`src/rtl/tag_frame_sequencer_if.sv`:
```
// Payload ROM and ADC bus shared by the tag frame sequencer and its peripherals.
//   rom_addr : payload ROM address (sequencer -> ROM)
//   rom_data : payload ROM byte, valid one cycle after rom_addr (ROM -> sequencer)
//   adc_soc  : ADC start-of-conversion pulse (sequencer -> ADC)
//   adc_eoc  : ADC end-of-conversion strobe (ADC -> sequencer)
//   adc_data : ADC result (ADC -> sequencer)
interface tag_frame_sequencer_if #(
    parameter int ADDR_W = 6
);
    logic [ADDR_W-1:0] rom_addr;
    logic [7:0]        rom_data;
    logic              adc_soc;
    logic              adc_eoc;
    logic [7:0]        adc_data;

    modport master (
        output rom_addr,
        output adc_soc,
        input  rom_data,
        input  adc_eoc,
        input  adc_data
    );

    modport slave (
        input  rom_addr,
        input  adc_soc,
        output rom_data,
        output adc_eoc,
        output adc_data
    );
endinterface

```
`src/rtl/tag_frame_sequencer.sv`:
```
// Tag frame sequencer: on a packet envelope (trig) it walks INFO -> GAP -> DATA -> [FCS] ->
// WAIT_END, timing everything on a microsecond tick, serialising payload ROM bytes LSB-first
// onto mod_bit and optionally appending an inverted reflected CRC-32.
// Ports:
//   clk, reset        : clock, synchronous active-high reset
//   trig              : packet-present envelope; dropping it aborts the frame
//   force_fs          : forces the carrier on (FORCE state), overrides trig
//   mode              : 2'b10 = 11b, 2'b01 = 11n, anything else keeps the block idle
//   bus               : ROM address/data and ADC soc/eoc/data (master side)
//   rss               : last ADC result captured in INFO/GAP (0xFF after INFO entry)
//   fs_en             : carrier enable (all states except IDLE)
//   mod_bit           : modulation bit, meaningful while mod_active
//   mod_active        : high in DATA and FCS
//   frame_done        : one-cycle pulse on WAIT_END entry
//   busy              : state is neither IDLE nor FORCE
module tag_frame_sequencer #(
    parameter int CLK_PER_US  = 50,
    parameter int ADDR_W      = 6,
    parameter int B_INFO_US   = 3,
    parameter int B_GAP_US    = 141,
    parameter int B_LEN_BYTES = 40,
    parameter bit B_CRC_EN    = 1'b1,
    parameter int N_INFO_US   = 2,
    parameter int N_GAP_US    = 64,
    parameter int N_LEN_BYTES = 16,
    parameter bit N_CRC_EN    = 1'b0
) (
    input  logic                  clk,
    input  logic                  reset,
    input  logic                  trig,
    input  logic                  force_fs,
    input  logic [1:0]            mode,
    tag_frame_sequencer_if.master bus,
    output logic [7:0]            rss,
    output logic                  fs_en,
    output logic                  mod_bit,
    output logic                  mod_active,
    output logic                  frame_done,
    output logic                  busy
);
    localparam int DIV_W = (CLK_PER_US > 2) ? $clog2(CLK_PER_US) : 1;
    localparam logic [31:0] CRC_POLY = 32'hEDB88320;

    typedef enum logic [2:0] {
        StIdle, StForce, StInfo, StGap, StData, StFcs, StWaitEnd
    } state_t;

    state_t            state_q, state_d;
    logic              mode_b_q, mode_b_d;  // 1 = 11b latched, 0 = 11n latched
    logic [DIV_W-1:0]  div_q;
    logic [15:0]       tcnt_q;
    logic [7:0]        sh_q;
    logic [31:0]       crc_q;
    logic [ADDR_W-1:0] rom_addr_q;
    logic              adc_soc_q;

    logic              tick;
    logic              entering;
    logic [15:0]       info_ticks, gap_ticks, data_ticks;
    logic              crc_en;
    logic [31:0]       crc_step;

    assign bus.rom_addr = rom_addr_q;
    assign bus.adc_soc  = adc_soc_q;

    always_comb begin
        tick       = (div_q == DIV_W'(CLK_PER_US - 1));
        info_ticks = mode_b_q ? 16'(B_INFO_US) : 16'(N_INFO_US);
        gap_ticks  = mode_b_q ? 16'(B_GAP_US) : 16'(N_GAP_US);
        data_ticks = mode_b_q ? 16'(B_LEN_BYTES * 8) : 16'(N_LEN_BYTES * 8);
        crc_en     = mode_b_q ? B_CRC_EN : N_CRC_EN;
        // The bit being shifted in is the one currently on mod_bit.
        crc_step   = {1'b0, crc_q[31:1]} ^ ((crc_q[0] ^ mod_bit) ? CRC_POLY : 32'h0);

        state_d  = state_q;
        mode_b_d = mode_b_q;
        if (force_fs) begin
            state_d = StForce;
        end else if (!trig) begin
            state_d = StIdle;
        end else begin
            unique case (state_q)
                StIdle: begin
                    if (mode == 2'b10 || mode == 2'b01) begin
                        state_d  = StInfo;
                        mode_b_d = (mode == 2'b10);
                    end
                end
                StForce: state_d = StIdle;
                StInfo: begin
                    if (tick && tcnt_q == info_ticks - 16'd1) state_d = StGap;
                end
                StGap: begin
                    if (tick && tcnt_q == gap_ticks - 16'd1) state_d = StData;
                end
                StData: begin
                    if (tick && tcnt_q == data_ticks - 16'd1) begin
                        state_d = crc_en ? StFcs : StWaitEnd;
                    end
                end
                StFcs: begin
                    if (tick && tcnt_q == 16'd31) state_d = StWaitEnd;
                end
                StWaitEnd: state_d = StWaitEnd;
                default:   state_d = StIdle;
            endcase
        end
        entering = (state_d != state_q);
    end

    always_ff @(posedge clk) begin
        if (reset) begin
            state_q    <= StIdle;
            mode_b_q   <= 1'b0;
            div_q      <= '0;
            tcnt_q     <= '0;
            sh_q       <= '0;
            crc_q      <= '0;
            rom_addr_q <= '0;
            adc_soc_q  <= 1'b0;
            rss        <= 8'hFF;
            fs_en      <= 1'b0;
            mod_bit    <= 1'b0;
            mod_active <= 1'b0;
            frame_done <= 1'b0;
            busy       <= 1'b0;
        end else begin
            state_q  <= state_d;
            mode_b_q <= mode_b_d;
            div_q    <= (entering || tick) ? '0 : div_q + DIV_W'(1);
            if (entering)  tcnt_q <= '0;
            else if (tick) tcnt_q <= tcnt_q + 16'd1;

            // Outputs are registered from the next state so they line up with state_q.
            adc_soc_q  <= entering && (state_d == StInfo);
            frame_done <= entering && (state_d == StWaitEnd);
            fs_en      <= (state_d != StIdle);
            busy       <= (state_d != StIdle) && (state_d != StForce);
            mod_active <= (state_d == StData) || (state_d == StFcs);

            if (entering && state_d == StInfo) begin
                rss <= 8'hFF;
            end else if (bus.adc_eoc && (state_q == StInfo || state_q == StGap)) begin
                rss <= bus.adc_data;
            end

            if (state_q == StGap && state_d == StData) begin
                // rom_addr has been 0 throughout GAP, so rom_data already holds byte 0.
                sh_q       <= bus.rom_data;
                mod_bit    <= bus.rom_data[0];
                rom_addr_q <= ADDR_W'(1);
                crc_q      <= 32'hFFFF_FFFF;
            end else if (state_q == StData && state_d == StData) begin
                if (tick) begin
                    crc_q <= crc_step;
                    if (tcnt_q[2:0] == 3'd7) begin
                        sh_q       <= bus.rom_data;
                        mod_bit    <= bus.rom_data[0];
                        rom_addr_q <= rom_addr_q + ADDR_W'(1);
                    end else begin
                        sh_q    <= {1'b0, sh_q[7:1]};
                        mod_bit <= sh_q[1];
                    end
                end
            end else if (state_q == StData && state_d == StFcs) begin
                crc_q   <= crc_step;
                mod_bit <= ~crc_step[0];
            end else if (state_q == StFcs && state_d == StFcs) begin
                if (tick) begin
                    crc_q   <= {1'b0, crc_q[31:1]};
                    mod_bit <= ~crc_q[1];
                end
            end else begin
                mod_bit <= 1'b0;
                if (state_d != StWaitEnd) rom_addr_q <= '0;
            end
        end
    end
endmodule

```
`src/flat_wrapper.sv`:
```
// flat-port wrapper written by rule: the top's interface ports become plain ports
module tag_frame_sequencer_flat 
#(
    parameter int CLK_PER_US  = 50,
    parameter int ADDR_W      = 6,
    parameter int B_INFO_US   = 3,
    parameter int B_GAP_US    = 141,
    parameter int B_LEN_BYTES = 40,
    parameter bit B_CRC_EN    = 1'b1,
    parameter int N_INFO_US   = 2,
    parameter int N_GAP_US    = 64,
    parameter int N_LEN_BYTES = 16,
    parameter bit N_CRC_EN    = 1'b0
)
  (clk, reset, trig, force_fs, mode, rss, fs_en, mod_bit, mod_active, frame_done, busy, bus_rom_addr, bus_adc_soc, bus_rom_data, bus_adc_eoc, bus_adc_data);
  tag_frame_sequencer_if #(.ADDR_W(ADDR_W)) bus_i ();
  input  logic clk;
  input  logic reset;
  input  logic trig;
  input  logic force_fs;
  input  logic [1:0] mode;
  output logic [7:0] rss;
  output logic fs_en;
  output logic mod_bit;
  output logic mod_active;
  output logic frame_done;
  output logic busy;
  output wire logic [$bits(bus_i.rom_addr)-1:0] bus_rom_addr;
  output wire logic [$bits(bus_i.adc_soc)-1:0] bus_adc_soc;
  input wire logic [$bits(bus_i.rom_data)-1:0] bus_rom_data;
  input wire logic [$bits(bus_i.adc_eoc)-1:0] bus_adc_eoc;
  input wire logic [$bits(bus_i.adc_data)-1:0] bus_adc_data;
  assign bus_rom_addr = bus_i.rom_addr;
  assign bus_adc_soc = bus_i.adc_soc;
  assign bus_i.rom_data = bus_rom_data;
  assign bus_i.adc_eoc = bus_adc_eoc;
  assign bus_i.adc_data = bus_adc_data;
  tag_frame_sequencer #(.CLK_PER_US(CLK_PER_US), .ADDR_W(ADDR_W), .B_INFO_US(B_INFO_US), .B_GAP_US(B_GAP_US), .B_LEN_BYTES(B_LEN_BYTES), .B_CRC_EN(B_CRC_EN), .N_INFO_US(N_INFO_US), .N_GAP_US(N_GAP_US), .N_LEN_BYTES(N_LEN_BYTES), .N_CRC_EN(N_CRC_EN)) u_core (.clk(clk), .reset(reset), .trig(trig), .force_fs(force_fs), .mode(mode), .bus(bus_i), .rss(rss), .fs_en(fs_en), .mod_bit(mod_bit), .mod_active(mod_active), .frame_done(frame_done), .busy(busy));
endmodule
```
`config.mk`:
```
export PLATFORM = sky130hd
export DESIGN_NAME = tag_frame_sequencer_flat
export DESIGN_NICKNAME = d
export VERILOG_FILES = /design/src/rtl/tag_frame_sequencer_if.sv /design/src/rtl/tag_frame_sequencer.sv /design/src/flat_wrapper.sv
export SDC_FILE = /design/constraint.sdc
export NUM_CORES = 1
export LEC_CHECK = 0
export BUFFER_PORTS_ARGS = -buffer_cell sky130_fd_sc_hd__buf_2
export CAP_MARGIN = 20
export CORE_UTILIZATION = 45
export CTS_CLUSTER_DIAMETER = 150
export CTS_CLUSTER_SIZE = 14
export DETAILED_ROUTE_END_ITERATION = 10
export PLACE_DENSITY = 0.66
export SLEW_MARGIN = 20
export SYNTH_ARGS = -nofsm -noshare
export SYNTH_HDL_FRONTEND = slang
export SYNTH_SLANG_ARGS = --single-unit
```
`constraint.sdc`:
```
create_clock -name clk -period 2.6 [get_ports clk]
set_input_delay 0.13 -clock clk [delete_from_list [all_inputs] [get_ports clk]]
set_output_delay 0.13 -clock clk [all_outputs]
set_load 0.02 [all_outputs]
```
# After elaboration in Yosys (flattened, before gate mapping)
# Index checks and enable logic that the tools add are counted.
[classes]
n_bitwise = 5
reduce_logical = 34
n_eq_ne = 29
addsub = 6
n_mux = 38
[ops]
columns = ["op", "n"]
rows = [
  ["32-bit two-way mux", 7],
  ["16-bit equality test", 3],
  ["16-bit by 1-bit subtractor with 16-bit output (second input constant)", 3],
  ["8-bit two-way mux", 5],
  ["6-bit two-way mux", 6],
  ["31-bit by 32-bit bitwise XOR with 32-bit output", 1],
  ["3-bit equality test (second input constant)", 7],
  ["3-bit two-way mux", 7],
  ["3-bit case mux with 6 select lines", 1],
  ["16-bit by 1-bit adder with 16-bit output (second input constant)", 1],
  ["16-bit by 5-bit equality test with 1-bit output (second input constant)", 1],
  ["6-bit by 1-bit adder with 6-bit output (second input constant)", 2],
  ["1-bit logical AND", 12],
  ["3-bit by 1-bit != test with 1-bit output (second input constant)", 4],
  ["1-bit two-way mux", 10],
  ["5-bit AND reduction", 2],
  ["3-bit by 2-bit equality test with 1-bit output (second input constant)", 3],
  ["9-bit two-way mux", 1],
  ["3-bit nonzero test", 3],
  ["2-bit OR reduction", 4],
  ["6-bit equality test (second input constant)", 1],
  ["2-bit by 1-bit != test with 1-bit output (second input constant)", 3],
  ["2-bit nonzero test", 3],
  ["1-bit logical OR", 4],
  ["other kinds (15)", 18],
]
[word_totals]
elab_cells = 127
ff_bits = 86
output_inout_bits = 20

# Logic depth before layout (Yosys ltp)
# Gate-level depths: netlist (run 1).
[logic_depth]
ltp_word = 14
ltp_mapped = 12
ltp_nobuf = 9

# Worst setup path before layout (run 1)
# OpenSTA, ideal clock, no wires.
[synth_timing]
path_kind = "reg2reg"
start = "reg u_core.div_q[0]"
end = "reg u_core.crc_q[31]"
synth_period_minus_slack_ps = 2675
setup_ps = 91
t_required_ps = 2509
arrival_time_ps = 2584
setup_slack_ps = -75
path_stages_with_launch = 12
path_buffers = 3
cell_sequence = "dfxtp_1 > ha_1 > nand4b_4 > or3_1 > clkbuf_1 > o31ai_4 > nand3_1 > nor4_2 > buf_4 > buf_4 > nor2_1 > a311oi_1"
[synth_via]
elab_chain_cells = 11
[synth_lines]
columns = ["element", "line_no", "rtl"]
rows = [
  ["start, declared", "tag_frame_sequencer.sv:50", "logic [DIV_W-1:0] div_q;"],
  ["start signal, assigned", "tag_frame_sequencer.sv:130", "div_q <= (entering || tick) ? '0 : div_q + DIV_W'(1);"],
  ["6-bit equality test *", "tag_frame_sequencer.sv:67", "tick = (div_q == DIV_W'(CLK_PER_US - 1));"],
  ["1-bit logical AND (on tied branches)", "n/a", ""],
  ["3-bit two-way mux (on tied branches)", "n/a", ""],
  ["3-bit case mux with 6 select lines", "tag_frame_sequencer.sv:82", "unique case (state_q)"],
  ["3-bit two-way mux", "tag_frame_sequencer.sv:79", "end else if (!trig) begin"],
  ["3-bit two-way mux", "tag_frame_sequencer.sv:77", "if (force_fs) begin"],
  ["3-bit equality test", "tag_frame_sequencer.sv:165, tag_frame_sequencer.sv:168", ""],
  ["1-bit logical AND", "tag_frame_sequencer.sv:165", "end else if (state_q == StData && state_d == StFcs) begin"],
  ["32-bit two-way mux", "tag_frame_sequencer.sv:165", ""],
  ["32-bit two-way mux", "tag_frame_sequencer.sv:153", "end else if (state_q == StData && state_d == StData) begin"],
  ["32-bit two-way mux", "tag_frame_sequencer.sv:147", "if (state_q == StGap && state_d == StData) begin"],
  ["end signal, assigned", "tag_frame_sequencer.sv:155", "crc_q <= crc_step;"],
  ["end signal, assigned", "tag_frame_sequencer.sv:166", "crc_q <= crc_step;"],
  ["end signal, assigned", "tag_frame_sequencer.sv:170", "crc_q <= {1'b0, crc_q[31:1]};"],
  ["end, declared", "tag_frame_sequencer.sv:53", "logic [31:0] crc_q;"],
]
# Every way passes the cells marked *; elsewhere a longest branch is shown, timed or not.
# A chain may end at the register's enable or synchronous reset.

# Final worst setup path (run 1)
[layout_timing]
start = "reg u_core.tcnt_q[11]"
end = "reg u_core.rom_addr_q[0], in the netlist u_core.bus.rom_addr[0]"
[layout_via]
elab_chain_cells = 10
[layout_lines]
columns = ["element", "line_no", "rtl"]
rows = [
  ["start, declared", "tag_frame_sequencer.sv:51", "logic [15:0] tcnt_q;"],
  ["start signal, assigned", "tag_frame_sequencer.sv:132", "else if (tick) tcnt_q <= tcnt_q + 16'd1;"],
  ["16-bit by 5-bit equality test with 1-bit output (tied with other cells)", "tag_frame_sequencer.sv:102", "if (tick && tcnt_q == 16'd31) state_d = StWaitEnd;"],
  ["1-bit logical AND (on tied branches)", "n/a", ""],
  ["3-bit two-way mux (on tied branches)", "n/a", ""],
  ["3-bit case mux with 6 select lines *", "tag_frame_sequencer.sv:82", ""],
  ["3-bit two-way mux *", "tag_frame_sequencer.sv:79", ""],
  ["3-bit two-way mux *", "tag_frame_sequencer.sv:77", ""],
  ["3-bit equality test (on tied branches)", "n/a", ""],
  ["1-bit logical AND (on tied branches)", "n/a", ""],
  ["3-bit by 1-bit != test with 1-bit output (no source line) (tied with other cells)", "n/a", ""],
  ["5-bit AND reduction (no source line) or 1-bit two-way mux (tied branches)", "n/a", ""],
  ["end signal, assigned", "tag_frame_sequencer.sv:159", "rom_addr_q <= rom_addr_q + ADDR_W'(1);"],
  ["end, declared", "tag_frame_sequencer.sv:54", "logic [ADDR_W-1:0] rom_addr_q;"],
]
# Marks and branches as above.

==> flow_summary.yaml, run 1 <==
drt:
  drt_iter0_markers: 184
  drt_first_pass_iters: 8
  routed-via-count: 3830
  post_drt_wl_per_cell_um: 14.8
  postRouteAntennaNets: 0
  viasPerCell: 5.49
  drc: 6
  wirelength_um: 10300
layout:
  drive_above_1_share: 0.293
  syn2layout_area_growth_pct: 30.6
  final_nets: 614
  final_util: 0.614
  antenna_cells: 0
  layout.cells.non_filler: 698
hold_path:
  hold-path-cell-count: 3
  hold_end: "u_core.sh_q[7]"
  min_path_type: "in2reg"
  hp-start: "bus_rom_data[7]"
synth:
  ys_ff_latch: 85
  synth.area.top_cells: "dfxtp_1 41%, nor2_1 7.9%, xor2_1 5.5%"
  synth_edf_count: 0
  yosysUniqueCellTypes: 56
  yosys.area.top_type_share: 0.409
  netlist_instances: 491
  synthArstFlopShare: 0
  yosys_most_used_dff: "dfxtp_1"
  yosysMostFrequentCell: "nor2_1"
  synth_warnings: 0
  synthesis.area_um2: 4160
  syn_nets: 520
  synth_area_leader_cell: "dfxtp_1"
  ys_seq_area_frac: 0.409
  synth.avg_cell_area_um2: 8.47
  synth.cells.most_frequent: "87 x nor2_1, 85 x dfxtp_1, 56 x nand2_1"
sta:
  final.setup_skew_ns: 0.0140
  tightestPinTransition_ns: 1.06
  worst_slew_margin_rel: 0.295
  setup_viol: 47
  fmax_mhz: 369
  setup_ws_ns: -0.111
  hold_viol: 0
  rsz0062_at_grt: "yes"
  fin_crit_ns: 2.71
  maxSlewViolCount: 0
  fin_hold_ws_ns: 0.133
  fin_tns_setup_ns: -1.75
  min_period_over_period: 1.04
power_and_ir_drop:
  powerDensity_nw_per_um2: 444
  combPwrFrac: 0.077
  ir_drop_mv: 0.225
  switching_share: 0.259
  switching_power_uw: 623
  p_leak_nw: 2.15
  p_int_mw: 1.79
  p_clk_frac: 0.375
  p_seq_frac: 0.548
cts:
  clockRootBuffer: "clkbuf_8"
  numCtsBuffers: 9
  clk_pin_slew_ns: 0.09
  clock_latency_ns: 0.37
  cts_tree: "built"
  clockBufferDepth: 2
  h-tree-depth: 3
  cts.sinks: 85
setup_path:
  critPathRequiredTime_ns: 2.80
  endpoint_kind: "flop"
  arrival_ns: 2.91
  rrSetupSlack_ns: -0.11
  path_class: "reg2reg"
  r2r_end: "u_core.bus.rom_addr[0]"
  start_kind: "flop"
  timing.critical_path.fanout_max: 8
  r2r_cells: 9
  rr_startpoint: "u_core.tcnt_q[11]"
global_route:
  grt_max_degree: 58
  antenna_found_initial: 0
  grt_use_total: 0.212
  grt_first_pass_wirelength_um: 16500
  grt_pass1_vias: 3447
  grt-ovfl-total: 0
placement:
  hpwlAfterDp_um: 6560
  dp.cells: 660
  io_buffers: 42
  place_congestion: 0.973
floorplan:
  die_y_um: 98.1
  die_w_um: 98.1
  start_util: 0.470
  num_rows: 34
  fp.dieArea_um2: 9630
  core_region_area_um2: 8850
  pin_count: 43
job:
  drv_cap: 0
status:
  status: "finished, violations left"
  violations: "DRC, setup timing"
state kept, by name (all words and copies together) (netlist names), 3 cells and up:
signal / cells
u_core.state_q: 3
u_core.rss: 8
u_core.crc_q: 32
u_core.sh_q: 7
u_core.bus.rom_addr: 6
u_core.div_q: 6
u_core.tcnt_q: 16
worst max-delay path, stage by stage (launching register included):
cell      delay [ns]
dfxtp_2         0.32
or4_4           0.55
nand4b_4        0.22
o31ai_4         0.25
buf_6           0.15
buf_6           0.09
nand4_1         0.15
a2111o_1        0.59
a21oi_1         0.18
a311oi_1        0.06
worst max path at each step:
stage / startpoint / to / depth (start not counted)
after floorplan: u_core.tcnt_q[11] / u_core.sh_q[1] / 6
after global placement: u_core.tcnt_q[11] / u_core.sh_q[5] / 8
after detailed placement: u_core.tcnt_q[11] / u_core.crc_q[5] / 8
after CTS: u_core.tcnt_q[11] / u_core.crc_q[5] / 10
after global routing: u_core.tcnt_q[11] / u_core.crc_q[2] / 10
final: u_core.tcnt_q[11] / u_core.bus.rom_addr[0] / 9
layout make-up:
| type | instances | area [um2] |
|---|---|---|
| clock buffers | 10 | 138 |
| clock inverters | 6 | 53.8 |
| fillers | 743 | 3420 |
| inverters | 6 | 22.5 |
| multi-input cells | 369 | 2490 |
| flip-flops and latches | 85 | 1700 |
| well taps | 108 | 135 |
| repair buffers | 114 | 881 |
metrics by stage:
step | setup WS (ns) | power (mW) | cell area [um2]
3_3_place_gp | -0.0446 | 1.50 | 4800
2_1_floorplan | -0.0187 | 1.44 | 4160
3_5_place_dp | -0.0775 | 1.50 | 4800
5_1_grt | -0.238 | 2.50 | 5430
4_1_cts | -0.0337 | 2.42 | 5140
6_report | -0.111 | 2.41 | 5430
cells by family (layout without fill, tap and decap cells):
kind of cell / after synthesis / in the layout / synth area share
buffers and inverters: 37 / 136 / 0.0406
DFF: 85 / 85 / 0.409
AOI/OAI and AO/OA: 73 / 73 / 0.132
adders and majority gates: 6 / 6 / 0.0181
and+or+nand+nor: 241 / 241 / 0.289
xor gates and xnor gates: 35 / 35 / 0.0755
muxes: 14 / 14 / 0.0358
cell usage in the layout (no fill, tap or decap), types with 6 or more instances in the layout:
cell,synthesis,layout
o21ai_0,6,6
dlygate4sd3_1,0,8
a211oi_1,19,17
nor3_1,12,11
buf_6,1,6
buf_2,6,43
nand3_1,25,20
nor2_1,87,83
xnor2_1,8,8
a21oi_1,13,13
nand2b_1,10,10
a311oi_1,15,12
buf_4,4,51
nand2_1,56,55
nand4_1,8,8
clkbuf_8,0,10
mux2_4,0,6
mux2i_1,7,7
nor2b_1,9,9
dfxtp_1,85,83
xor2_1,26,26
layer usage:
metal  vias to the layer above  part of all wire  GRT usage
met3                        22             0.044     0.0472
met5                         -                 0          0
li1                       1912                 -          -
met1                      1800              0.47      0.289
met2                        96              0.46      0.329
met4                         0             0.020     0.0769
power by group through the flow:
stage | clock (mW) | sequential, mW | combinational, mW
floorplan | 0 | 1.35 | 0.0843
global placement | 0 | 1.35 | 0.154
detailed placement | 0 | 1.35 | 0.156
CTS | 0.926 | 1.32 | 0.173
global route | 0.981 | 1.32 | 0.201
finish | 0.903 | 1.32 | 0.186
repair_timing:
item | 4_1_cts | 5_1_grt
pin swaps | 2 | 13
endpoints found under the hold margin | 8 | 0
setup buffers | 2 | 8
hold buffers | 8 | 0
setup endpoints to repair | 47 | 69
gates cloned | 0 | 5
resized for setup | 8 | 36
Power figures use the tool's default switching activity.
==> run 2: changes to the inputs <==
==> constraint.sdc (replaced) <==
create_clock -name clk -period 2.2 [get_ports clk]
set_input_delay 0 -clock clk [delete_from_list [all_inputs] [get_ports clk]]
set_output_delay 0 -clock clk [all_outputs]
set_load 0.02 [all_outputs]
==> run 2 against run 1 <==
Effect of this change:
- the run ends with DRC, hold timing, setup timing left
- first-iteration DRC count up 11%
- register-to-register slack worse by 0.49 ns
- core utilization up 5.0 points
- critical path type unchanged
==> flow_summary.yaml, run 2 (synthesis results as in run 1) <==
power_and_ir_drop:
  power.total_mw: 2.92
  powerDensity_nw_per_um2: 497
  ir_drop_mv: 0.307
  p_leak_nw: 2.37
job:
  drv_cap: 0
drt:
  drc: 10
  route.top_layer_used: "met4"
  wl_met1_um: 4890
  drt_first_pass_iters: 10
  postRouteAntennaNets: 0
  wirelength_um: 11700
  wl_met2_um: 5840
  dr_wl_met3_um: 606
  routed-via-count: 4128
  drt_iter0_markers: 205
  viasPerCell: 5.64
  post_drt_wl_per_cell_um: 15.9
layout:
  fillers: 672
  layout.cells.non_filler: 732
  final_common_cell: "dfxtp_1"
  ff_latch_area_um2: 1710
  final_nets: 648
  largest_reg_flops: 32
  layout_common_cells: "82 x dfxtp_1, 80 x buf_4, 73 x nor2_1"
  syn2layout_area_growth_pct: 41.3
  multi_input_area_um2: 2640
  drive_above_1_share: 0.378
  largest-register: "u_core.crc_q"
  largest_registers: "u_core.crc_q (32), u_core.tcnt_q (16), u_core.rss (8)"
  antenna_cells: 0
global_route:
  grt_first_pass_wirelength_um: 17700
  grt_use_total: 0.225
  antenna_found_initial: 0
  grt-ovfl-total: 0
  grt_max_degree: 36
  grt_pass1_vias: 3897
setup_path:
  timing.critical_path.fanout_max: 7
  crit_end: "u_core.sh_q[1]"
  rrSetupSlack_ns: -0.60
  start_kind: "flop"
  critPathRequiredTime_ns: 2.46
  worstSetupStartpoint: "u_core.tcnt_q[11]"
  path_cells: "or4_4 > or3_1 > or4_4 > buf_6 > a31oi_4 > nor4_4 > buf_4 > nand2_8 > mux2_2"
  crit_family: "simple AND/OR/NAND/NOR gates"
  slowest_stage: "or4_4"
  path_buf_inv: 2
  max_stage_delay_ns: 0.56
  worstSetupPathDepth: 9
  arrival_ns: 3.06
  r2r_end: "u_core.sh_q[1]"
  crit_path_frequent_cell: "or4_4"
  endpoint_kind: "flop"
  rr_startpoint: "u_core.tcnt_q[11]"
  r2r_cells: 9
  path_class: "reg2reg"
cts:
  cts.sinks: 85
  clockBufferDepth: 2
  clock_latency_ns: 0.37
  cts_tree: "built"
  numCtsBuffers: 9
  clk_pin_slew_ns: 0.09
  h-tree-depth: 3
  clockRootBuffer: "clkbuf_8"
sta:
  tightestPinTransition_ns: 0.796
  maxSlewViolCount: 0
  fin_hold_ws_ns: -0.00533
  min_period_over_period: 1.27
  rsz0062_at_grt: "yes"
  worst_slew_margin_rel: 0.465
  fmax_mhz: 357
  setup_ws_ns: -0.601
  final.setup_skew_ns: 0.00911
  setup_viol: 74
  fin_crit_ns: 2.80
  hold_viol: 1
  fin_tns_setup_ns: -37.98
floorplan:
  num_rows: 34
  die_y_um: 98.1
  start_util: 0.470
  die_w_um: 98.1
  fp.dieArea_um2: 9630
  pin_count: 43
  core_region_area_um2: 8850
placement:
  dp.cells: 689
  io_buffers: 42
  place_congestion: 0.901
  hpwlAfterDp_um: 6720
  dp_slack_ns: -0.517
hold_path:
  hold-path-cell-count: 3
  min_path_type: "in2reg"
  hp-start: "bus_rom_data[7]"
status:
  violations: "DRC, hold timing, setup timing"
  status: "finished, violations left"
==> run 2: worst min-delay path by stage <==
stage	end
2_1_floorplan	u_core.rss[0]
5_1_grt	u_core.sh_q[7]
3_5_place_dp	u_core.rss[4]
6_report	u_core.sh_q[7]
4_1_cts	u_core.sh_q[7]
3_3_place_gp	u_core.rss[4]
==> run 2: area by class of cell <==
cell class	count	share of cell area
timing repair buffer	148	0.201
sequential	85	0.290
tap	108	0.0230
clock buffer	9	0.0211
inverter	6	0.00383
multi-input combinational	369	0.449
clock inverter	7	0.0111
==> run 2: what timing repair did <==
action                                  CTS  global route
resized for setup                        25            46
hold endpoints to repair                  8             0
endpoints found under the setup margin   72            75
pin swaps                                 8            36
buffers inserted                          2            12
cloned                                    1             5
hold buffers                              8             0
==> run 2: layer usage <==
layer	vias to the layer above	global-route usage
met5	-	0
met4	0	0.0839
met3	28	0.0472
met2	129	0.388
met1	1996	0.274
li1	1975	-
==> run 2: per-stage QoR <==
step	utilization	area, um2
floorplan	-	4220
global placement	0.570	5040
detailed placement	0.570	5040
CTS	0.620	5480
global route	0.664	5870
finish	0.664	5870
==> run 2: worst reg2reg max path, stage by stage, from the launching register on <==
cell and delay (ns):
dfxtp_2 0.33, or4_4 0.56, or3_1 0.36, or4_4 0.44, buf_6 0.15, a31oi_4 0.19, nor4_4 0.08, buf_4 0.17
nand2_8 0.09, mux2_2 0.34
==> run 2: where the power goes <==
part           total [mW]  internal (mW)  leakage (nW)  switching [mW]
sequential           1.56           1.55         0.687         0.00766
combinational       0.277          0.133          1.59           0.144
clock                1.09          0.442        0.0951           0.646
